===== src/rtl/dispatch_ctrl_if.sv =====
// Shared decode bundle type and the decode/back-end handshake interface
// seen by the dispatch controller.
package dispatch_pkg;
    typedef struct packed {
        logic [31:0] pc;
        logic [4:0]  rs1;
        logic [4:0]  rs2;
        logic [4:0]  rd;
        logic [31:0] imm;
        logic [3:0]  ALUOp;
        logic [6:0]  Opcode;
    } decode_data;

    localparam logic [1:0] FU_ALU = 2'b00;
    localparam logic [1:0] FU_LSU = 2'b01;
    localparam logic [1:0] FU_BR  = 2'b10;
    localparam logic [1:0] FU_ILL = 2'b11;
endpackage

interface dispatch_ctrl_if #(
    parameter int ROB_IDX_W = 4,
    parameter int STALL_W   = 16
) ();
    import dispatch_pkg::*;

    logic                 dec_valid;
    logic                 dec_ready;
    decode_data           dec_data;
    logic                 flush;
    logic                 rob_ready;
    logic                 rs_alu_ready;
    logic                 rs_lsu_ready;
    logic                 rs_br_ready;
    logic                 fl_empty;
    logic                 disp_valid;
    decode_data           disp_data;
    logic [1:0]           disp_fu;
    logic [ROB_IDX_W-1:0] disp_tag;
    logic                 alu_we;
    logic                 lsu_we;
    logic                 br_we;
    logic                 fl_pop;
    logic                 illegal_op;
    logic [STALL_W-1:0]   stall_cycles;

    modport master (
        output dec_valid, dec_data, flush, rob_ready,
        output rs_alu_ready, rs_lsu_ready, rs_br_ready, fl_empty,
        input  dec_ready, disp_valid, disp_data, disp_fu, disp_tag,
        input  alu_we, lsu_we, br_we, fl_pop, illegal_op, stall_cycles
    );

    modport slave (
        input  dec_valid, dec_data, flush, rob_ready,
        input  rs_alu_ready, rs_lsu_ready, rs_br_ready, fl_empty,
        output dec_ready, disp_valid, disp_data, disp_fu, disp_tag,
        output alu_we, lsu_we, br_we, fl_pop, illegal_op, stall_cycles
    );
endinterface


===== src/rtl/dispatch_ctrl.sv =====
// Dispatch controller: 2-entry decode FIFO, opcode classification,
// resource-gated single-issue dispatch, ROB tagging and stall counting.
module dispatch_ctrl
    import dispatch_pkg::*;
#(
    parameter int ROB_IDX_W = 4,
    parameter int STALL_W   = 16
) (
    input  logic            clk,
    input  logic            reset,
    dispatch_ctrl_if.slave  bus
);

    decode_data           r_mem [2];
    logic                 r_head;
    logic                 r_tail;
    logic [1:0]           r_count;
    logic [ROB_IDX_W-1:0] r_tag;
    logic [STALL_W-1:0]   r_stall;

    decode_data w_head;
    logic       w_hvalid;
    logic [1:0] w_fu;
    logic       w_legal;
    logic       w_need_preg;
    logic       w_rs_rdy;
    logic       w_fire;
    logic       w_drop;
    logic       w_deq;
    logic       w_enq;
    logic       w_dec_ready;

    assign w_head   = r_mem[r_head];
    assign w_hvalid = (r_count != 2'd0);

    always_comb begin
        w_fu = FU_ILL;
        case (w_head.Opcode)
            7'b0110011, 7'b0010011,
            7'b0110111, 7'b0010111: w_fu = FU_ALU;
            7'b0000011, 7'b0100011: w_fu = FU_LSU;
            7'b1100011, 7'b1101111,
            7'b1100111:             w_fu = FU_BR;
            default:                w_fu = FU_ILL;
        endcase
    end

    always_comb begin
        w_rs_rdy = 1'b0;
        case (w_fu)
            FU_ALU:  w_rs_rdy = bus.rs_alu_ready;
            FU_LSU:  w_rs_rdy = bus.rs_lsu_ready;
            FU_BR:   w_rs_rdy = bus.rs_br_ready;
            default: w_rs_rdy = 1'b0;
        endcase
    end

    // Stores and conditional branches never write a destination register
    assign w_legal     = (w_fu != FU_ILL);
    assign w_need_preg = (w_head.rd != 5'd0)
                       && (w_head.Opcode != 7'b0100011)
                       && (w_head.Opcode != 7'b1100011);

    assign w_fire = w_hvalid && !bus.flush && w_legal
                  && bus.rob_ready && w_rs_rdy
                  && (!w_need_preg || !bus.fl_empty);
    assign w_drop = w_hvalid && !bus.flush && !w_legal;
    assign w_deq  = w_fire || w_drop;

    assign w_dec_ready = (r_count != 2'd2) && !bus.flush;
    assign w_enq       = bus.dec_valid && w_dec_ready;

    always_ff @(posedge clk) begin
        if (w_enq) r_mem[r_tail] <= bus.dec_data;
    end

    always_ff @(posedge clk or negedge reset) begin
        if (!reset) begin
            r_head  <= 1'b0;
            r_tail  <= 1'b0;
            r_count <= 2'd0;
        end else if (bus.flush) begin
            r_head  <= 1'b0;
            r_tail  <= 1'b0;
            r_count <= 2'd0;
        end else begin
            if (w_enq) r_tail <= ~r_tail;
            if (w_deq) r_head <= ~r_head;
            case ({w_enq, w_deq})
                2'b10:   r_count <= r_count + 2'd1;
                2'b01:   r_count <= r_count - 2'd1;
                default: r_count <= r_count;
            endcase
        end
    end

    always_ff @(posedge clk or negedge reset) begin
        if (!reset) begin
            r_tag   <= '0;
            r_stall <= '0;
        end else begin
            if (w_fire) r_tag <= r_tag + 1'b1;
            if (w_hvalid && w_legal && !bus.flush && !w_fire
                && (r_stall != '1))
                r_stall <= r_stall + 1'b1;
        end
    end

    assign bus.dec_ready    = w_dec_ready;
    assign bus.disp_valid   = w_fire;
    assign bus.disp_data    = w_head;
    assign bus.disp_fu      = w_fu;
    assign bus.disp_tag     = r_tag;
    assign bus.alu_we       = w_fire && (w_fu == FU_ALU);
    assign bus.lsu_we       = w_fire && (w_fu == FU_LSU);
    assign bus.br_we        = w_fire && (w_fu == FU_BR);
    assign bus.fl_pop       = w_fire && w_need_preg;
    assign bus.illegal_op   = w_drop;
    assign bus.stall_cycles = r_stall;

endmodule


===== src/flat_wrapper.sv =====
// flat-port wrapper written by rule: the top's interface ports become plain ports
module dispatch_ctrl_flat import dispatch_pkg::*;
#(
    parameter int ROB_IDX_W = 4,
    parameter int STALL_W   = 16
)
  (clk, reset, bus_dec_valid, bus_dec_data, bus_flush, bus_rob_ready, bus_rs_alu_ready, bus_rs_lsu_ready, bus_rs_br_ready, bus_fl_empty, bus_dec_ready, bus_disp_valid, bus_disp_data, bus_disp_fu, bus_disp_tag, bus_alu_we, bus_lsu_we, bus_br_we, bus_fl_pop, bus_illegal_op, bus_stall_cycles);
  dispatch_ctrl_if #(.ROB_IDX_W(ROB_IDX_W), .STALL_W(STALL_W)) bus_i ();
  input  logic clk;
  input  logic reset;
  input wire logic [$bits(bus_i.dec_valid)-1:0] bus_dec_valid;
  input wire logic [$bits(bus_i.dec_data)-1:0] bus_dec_data;
  input wire logic [$bits(bus_i.flush)-1:0] bus_flush;
  input wire logic [$bits(bus_i.rob_ready)-1:0] bus_rob_ready;
  input wire logic [$bits(bus_i.rs_alu_ready)-1:0] bus_rs_alu_ready;
  input wire logic [$bits(bus_i.rs_lsu_ready)-1:0] bus_rs_lsu_ready;
  input wire logic [$bits(bus_i.rs_br_ready)-1:0] bus_rs_br_ready;
  input wire logic [$bits(bus_i.fl_empty)-1:0] bus_fl_empty;
  output wire logic [$bits(bus_i.dec_ready)-1:0] bus_dec_ready;
  output wire logic [$bits(bus_i.disp_valid)-1:0] bus_disp_valid;
  output wire logic [$bits(bus_i.disp_data)-1:0] bus_disp_data;
  output wire logic [$bits(bus_i.disp_fu)-1:0] bus_disp_fu;
  output wire logic [$bits(bus_i.disp_tag)-1:0] bus_disp_tag;
  output wire logic [$bits(bus_i.alu_we)-1:0] bus_alu_we;
  output wire logic [$bits(bus_i.lsu_we)-1:0] bus_lsu_we;
  output wire logic [$bits(bus_i.br_we)-1:0] bus_br_we;
  output wire logic [$bits(bus_i.fl_pop)-1:0] bus_fl_pop;
  output wire logic [$bits(bus_i.illegal_op)-1:0] bus_illegal_op;
  output wire logic [$bits(bus_i.stall_cycles)-1:0] bus_stall_cycles;
  assign bus_i.dec_valid = bus_dec_valid;
  assign bus_i.dec_data = bus_dec_data;
  assign bus_i.flush = bus_flush;
  assign bus_i.rob_ready = bus_rob_ready;
  assign bus_i.rs_alu_ready = bus_rs_alu_ready;
  assign bus_i.rs_lsu_ready = bus_rs_lsu_ready;
  assign bus_i.rs_br_ready = bus_rs_br_ready;
  assign bus_i.fl_empty = bus_fl_empty;
  assign bus_dec_ready = bus_i.dec_ready;
  assign bus_disp_valid = bus_i.disp_valid;
  assign bus_disp_data = bus_i.disp_data;
  assign bus_disp_fu = bus_i.disp_fu;
  assign bus_disp_tag = bus_i.disp_tag;
  assign bus_alu_we = bus_i.alu_we;
  assign bus_lsu_we = bus_i.lsu_we;
  assign bus_br_we = bus_i.br_we;
  assign bus_fl_pop = bus_i.fl_pop;
  assign bus_illegal_op = bus_i.illegal_op;
  assign bus_stall_cycles = bus_i.stall_cycles;
  dispatch_ctrl #(.ROB_IDX_W(ROB_IDX_W), .STALL_W(STALL_W)) u_core (.clk(clk), .reset(reset), .bus(bus_i));
endmodule

===== config.mk =====
export PLATFORM = sky130hd
export DESIGN_NAME = dispatch_ctrl_flat
export DESIGN_NICKNAME = d
export VERILOG_FILES = /design/src/rtl/dispatch_ctrl_if.sv /design/src/rtl/dispatch_ctrl.sv /design/src/flat_wrapper.sv
export SDC_FILE = /design/constraint.sdc
export NUM_CORES = 1
export LEC_CHECK = 0
export CORE_MARGIN = 2
export CORE_UTILIZATION = 48
export CTS_CLUSTER_SIZE = 20
export DETAILED_ROUTE_END_ITERATION = 10
export GPL_ROUTABILITY_DRIVEN = 0
export PLACE_DENSITY = 0.8
export SYNTH_ARGS = -nofsm -noshare
export SYNTH_HDL_FRONTEND = slang
export SYNTH_SLANG_ARGS = --single-unit

===== constraint.sdc =====
create_clock -name clk -period 5.58 [get_ports clk]
set_input_delay 1.674 -clock clk [delete_from_list [all_inputs] [get_ports clk]]
set_output_delay 1.674 -clock clk [all_outputs]
set_load 0.03 [all_outputs]

==> summary.txt <==
Synth
  • Syn Nets: 554
  • Seq cells post-synth: 204
  • Netlist cell types: 44
  • Netlist Area Pre-Place: 7990 um^2
  • Area leader, netlist: edfxtp_1
  • Syn Area/Cell: 17.6 um^2
  • Register area share after synthesis: 0.752
  • Post-synth top area share: 0.676
  • Post-Syn Instances: 453
  • YS warnings: 0
  • Top cells by area, synth: edfxtp_1 (68%), mux2_2 (13%), dfrtp_1 (7.5%)

GRT
  • Grt total ovfl: 0
  • Pin count of the biggest net entering global routing: 61
  • Vias in the first global route: 5123
  • Tot GR Track Use: 0.195
  • Initial antenna violation count: 0
  • First-pass GRT wire length: 27.2 mm

Critical path
  • Critical-path maximum fanout: 7
  • CP top delay family: buffers and inverters
  • Crit. End Element: output port
  • Reg2Reg Setup Slack: 2.75 ns
  • WP data required: 3.91 ns
  • Startpoint types: primary input
  • Crit-path cells: clkdlybuf4s50_1 > o21ai_0 > a21o_1 > a221o_1 > or2_1 > nor4_1 > buf_4
  • CP Class: in2out
  • Worst path slowest cell: clkdlybuf4s50_1
  • CP Data Arrival Time: 3.60 ns
  • Slowest stage delay, CP: 0.46 ns
  • CP Buf/Inv Count: 2

Clock tree
  • Clk pin slew, worst setup/hold paths: 0.06 ns
  • TritonCTS clock tree: built
  • CTS max path bufs: 3
  • H-tree level count: 1
  • Post-CTS sizing: 0
  • Number of hold buffers added after CTS: 0
  • Clk Latency, worst-skew pair: 0.49 ns
  • Postcts setup bufs: 0
  • Root Buffer: clkbuf_16
  • Clk sinks: 204
  • Num CTS Buffers: 21

Power and ir drop
  • Clock Power Share: 0.354
  • Leakage: 0.00384 uW
  • Pwr/cell area: 329 nW/um^2
  • Psw: 892 uW
  • Combinational share of power: 0.163
  • P_int: 2750 uW
  • Switching Share: 0.245
  • Worst vdd ir: 0.000264 V
  • Sequential power share: 0.484

Timing
  • Worst Skew: 0.0166 ns
  • Slew Limit Fails: 0
  • Crit share post-route: 0.944
  • Final critical-path required period: 5.27 ns
  • Hold slack: 0.463 ns
  • Final setup viols: 0
  • Final Hold Fails: 0
  • Max transition margin: 0.260
  • RSZ-0062 raised after global routing: no
  • Fmax: 190 MHz
  • Sum Neg Setup Slack: 0 ns
  • Fin worst setup slack: 0.310 ns
  • Worst Tran Pin Value: 1.11 ns

Routing
  • DR pass1 iterations: 4
  • DRC: 0
  • Via-per-instance ratio: 5.21
  • Vias: 4781
  • Post-Route WL: 17.4 mm
  • Wirelength per Cell: 18.9 um
  • Routed Antenna Nets: 0
  • Detailed Route Iter0 Violations: 284

Floorplan
  • Die span in y: 133 um
  • Core footprint: 16400 um^2
  • Row count: 47
  • Initial Util: 0.487
  • Die area: 17700 um^2
  • Chip Width: 133 um
  • I/O Pins: 218

Job
  • Max-cap violation count: 0

Hold path
  • Min-Delay Path Class: reg2reg

Final layout
  • Nets: 785
  • Ant diodes: 0
  • Final core occ: 0.674
  • Commonest non-fill, non-tap cell in the layout: clkdlybuf4s50_1
  • Most frequent cells in the layout: clkdlybuf4s50_1 (212), edfxtp_1 (180), mux2_2 (90), dfrtp_1 (23), clkbuf_16 (21)
  • Share of cells above drive strength 1: 0.201
  • Area Growth Syn to Fin: 38.3%
  • Fin area: 11100 um^2

Placed design
  • I/O Buffers: 217
  • Setup WS pre-CTS: 0.330 ns
  • DP HPWL: 11.5 mm
  • Dpl cell area: 10400 um^2

Run status
  • Status: finished clean
-- synth_stat cells --
master     number
edfxtp_1      180
mux2_2         90
dfrtp_1        24
nor2_1         17
xnor2_1        15
nand3_1        14
inv_1          12
nand4_1        11
nand2_1         9
nor3_1          8
buf_1           7
a21oi_1         6
o21ai_0         6
and3_1          5
clkbuf_1        4
buf_2           3
buf_6           3
mux2i_1         3
nor4_1          3
nor4b_1         3
xor2_1          3
a21o_1          2
and2_1          2
ha_1            2
nand4b_1        2
a211o_1         1
a21oi_2         1
a221o_1         1
a31oi_1         1
and4_1          1
mux2_4          1
nand3b_1        1
nor2b_1         1
nor4_2          1
nor4bb_1        1
o211a_1         1
o211ai_1        1
o22a_1          1
o2bb2ai_1       1
o31a_1          1
o31ai_1         1
or2_1           1
or2_2           1
or3b_1          1
-- flip-flops by register name, indices dropped and copies added, names as in the netlist --
signal	cells
u_core.r_count	2
u_core.r_head	1
u_core.bus.disp_tag	4
u_core.r_mem	180
u_core.bus.stall_cycles	16
u_core.r_tail	1
-- power by group through the flow --
stage	Sequential [uW]	Clock, uW	Combinational [uW]
2_1_floorplan	1800	0	317
4_1_cts	1760	1320	596
3_5_place_dp	1790	0	590
6_report	1760	1290	591
3_3_place_gp	1790	0	582
5_1_grt	1770	1380	622
-- final timing paths --
kind / start / depth (start not counted) / endpoint
max: bus_rs_lsu_ready / 7 / bus_alu_we
min: u_core.bus.disp_tag[3]$_DFFE_PN0N_ / 1 / u_core.bus.disp_tag[3]$_DFFE_PN0N_
max reg2reg: u_core.r_head$_DFFE_PN0P_ / 8 / u_core.r_head$_DFFE_PN0P_
min reg2reg: u_core.bus.disp_tag[3]$_DFFE_PN0N_ / 1 / u_core.bus.disp_tag[3]$_DFFE_PN0N_
max in group asynchronous: reset / 1 / u_core.r_head$_DFFE_PN0P_
min in group asynchronous: reset / 1 / u_core.bus.disp_tag[3]$_DFFE_PN0N_
-- metrics by stage --
stage | power, uW | std cells
2_1_floorplan | 2110 | 453
3_3_place_gp | 2370 | 881
3_5_place_dp | 2380 | 881
4_1_cts | 3670 | 918
5_1_grt | 3770 | 918
6_report | 3640 | 918
-- cell families after synthesis --
kind of cell	synth area share
DFF	0.752
muxes	0.132
and+or+nand+nor	0.0562
buffers and inverters	0.0169
AOI/OAI and AO/OA	0.0200
xor gates and xnor gates	0.0197
adders and majority gates	0.00313
-- metal layers --
| metal | part of all wire | track usage | vias to the layer above |
|---|---|---|---|
| li1 | - | - | 2208 |
| met2 | 0.51 | 0.346 | 193 |
| met4 | 0.012 | 0.0436 | 0 |
| met1 | 0.38 | 0.228 | 2356 |
| met3 | 0.093 | 0.0713 | 24 |
| met5 | 0 | 0 | - |
-- cell type report --
class,instances,area [um^2]
multi-input cells,220,1860
repair buffers,225,2230
clock inverters,10,77.6
well taps,220,275
fillers,1063,5360
clock buffers,27,548
flip-flops and latches,204,6010
inverters,12,45.0
Note: power is estimated with default switching activity, not from simulation.
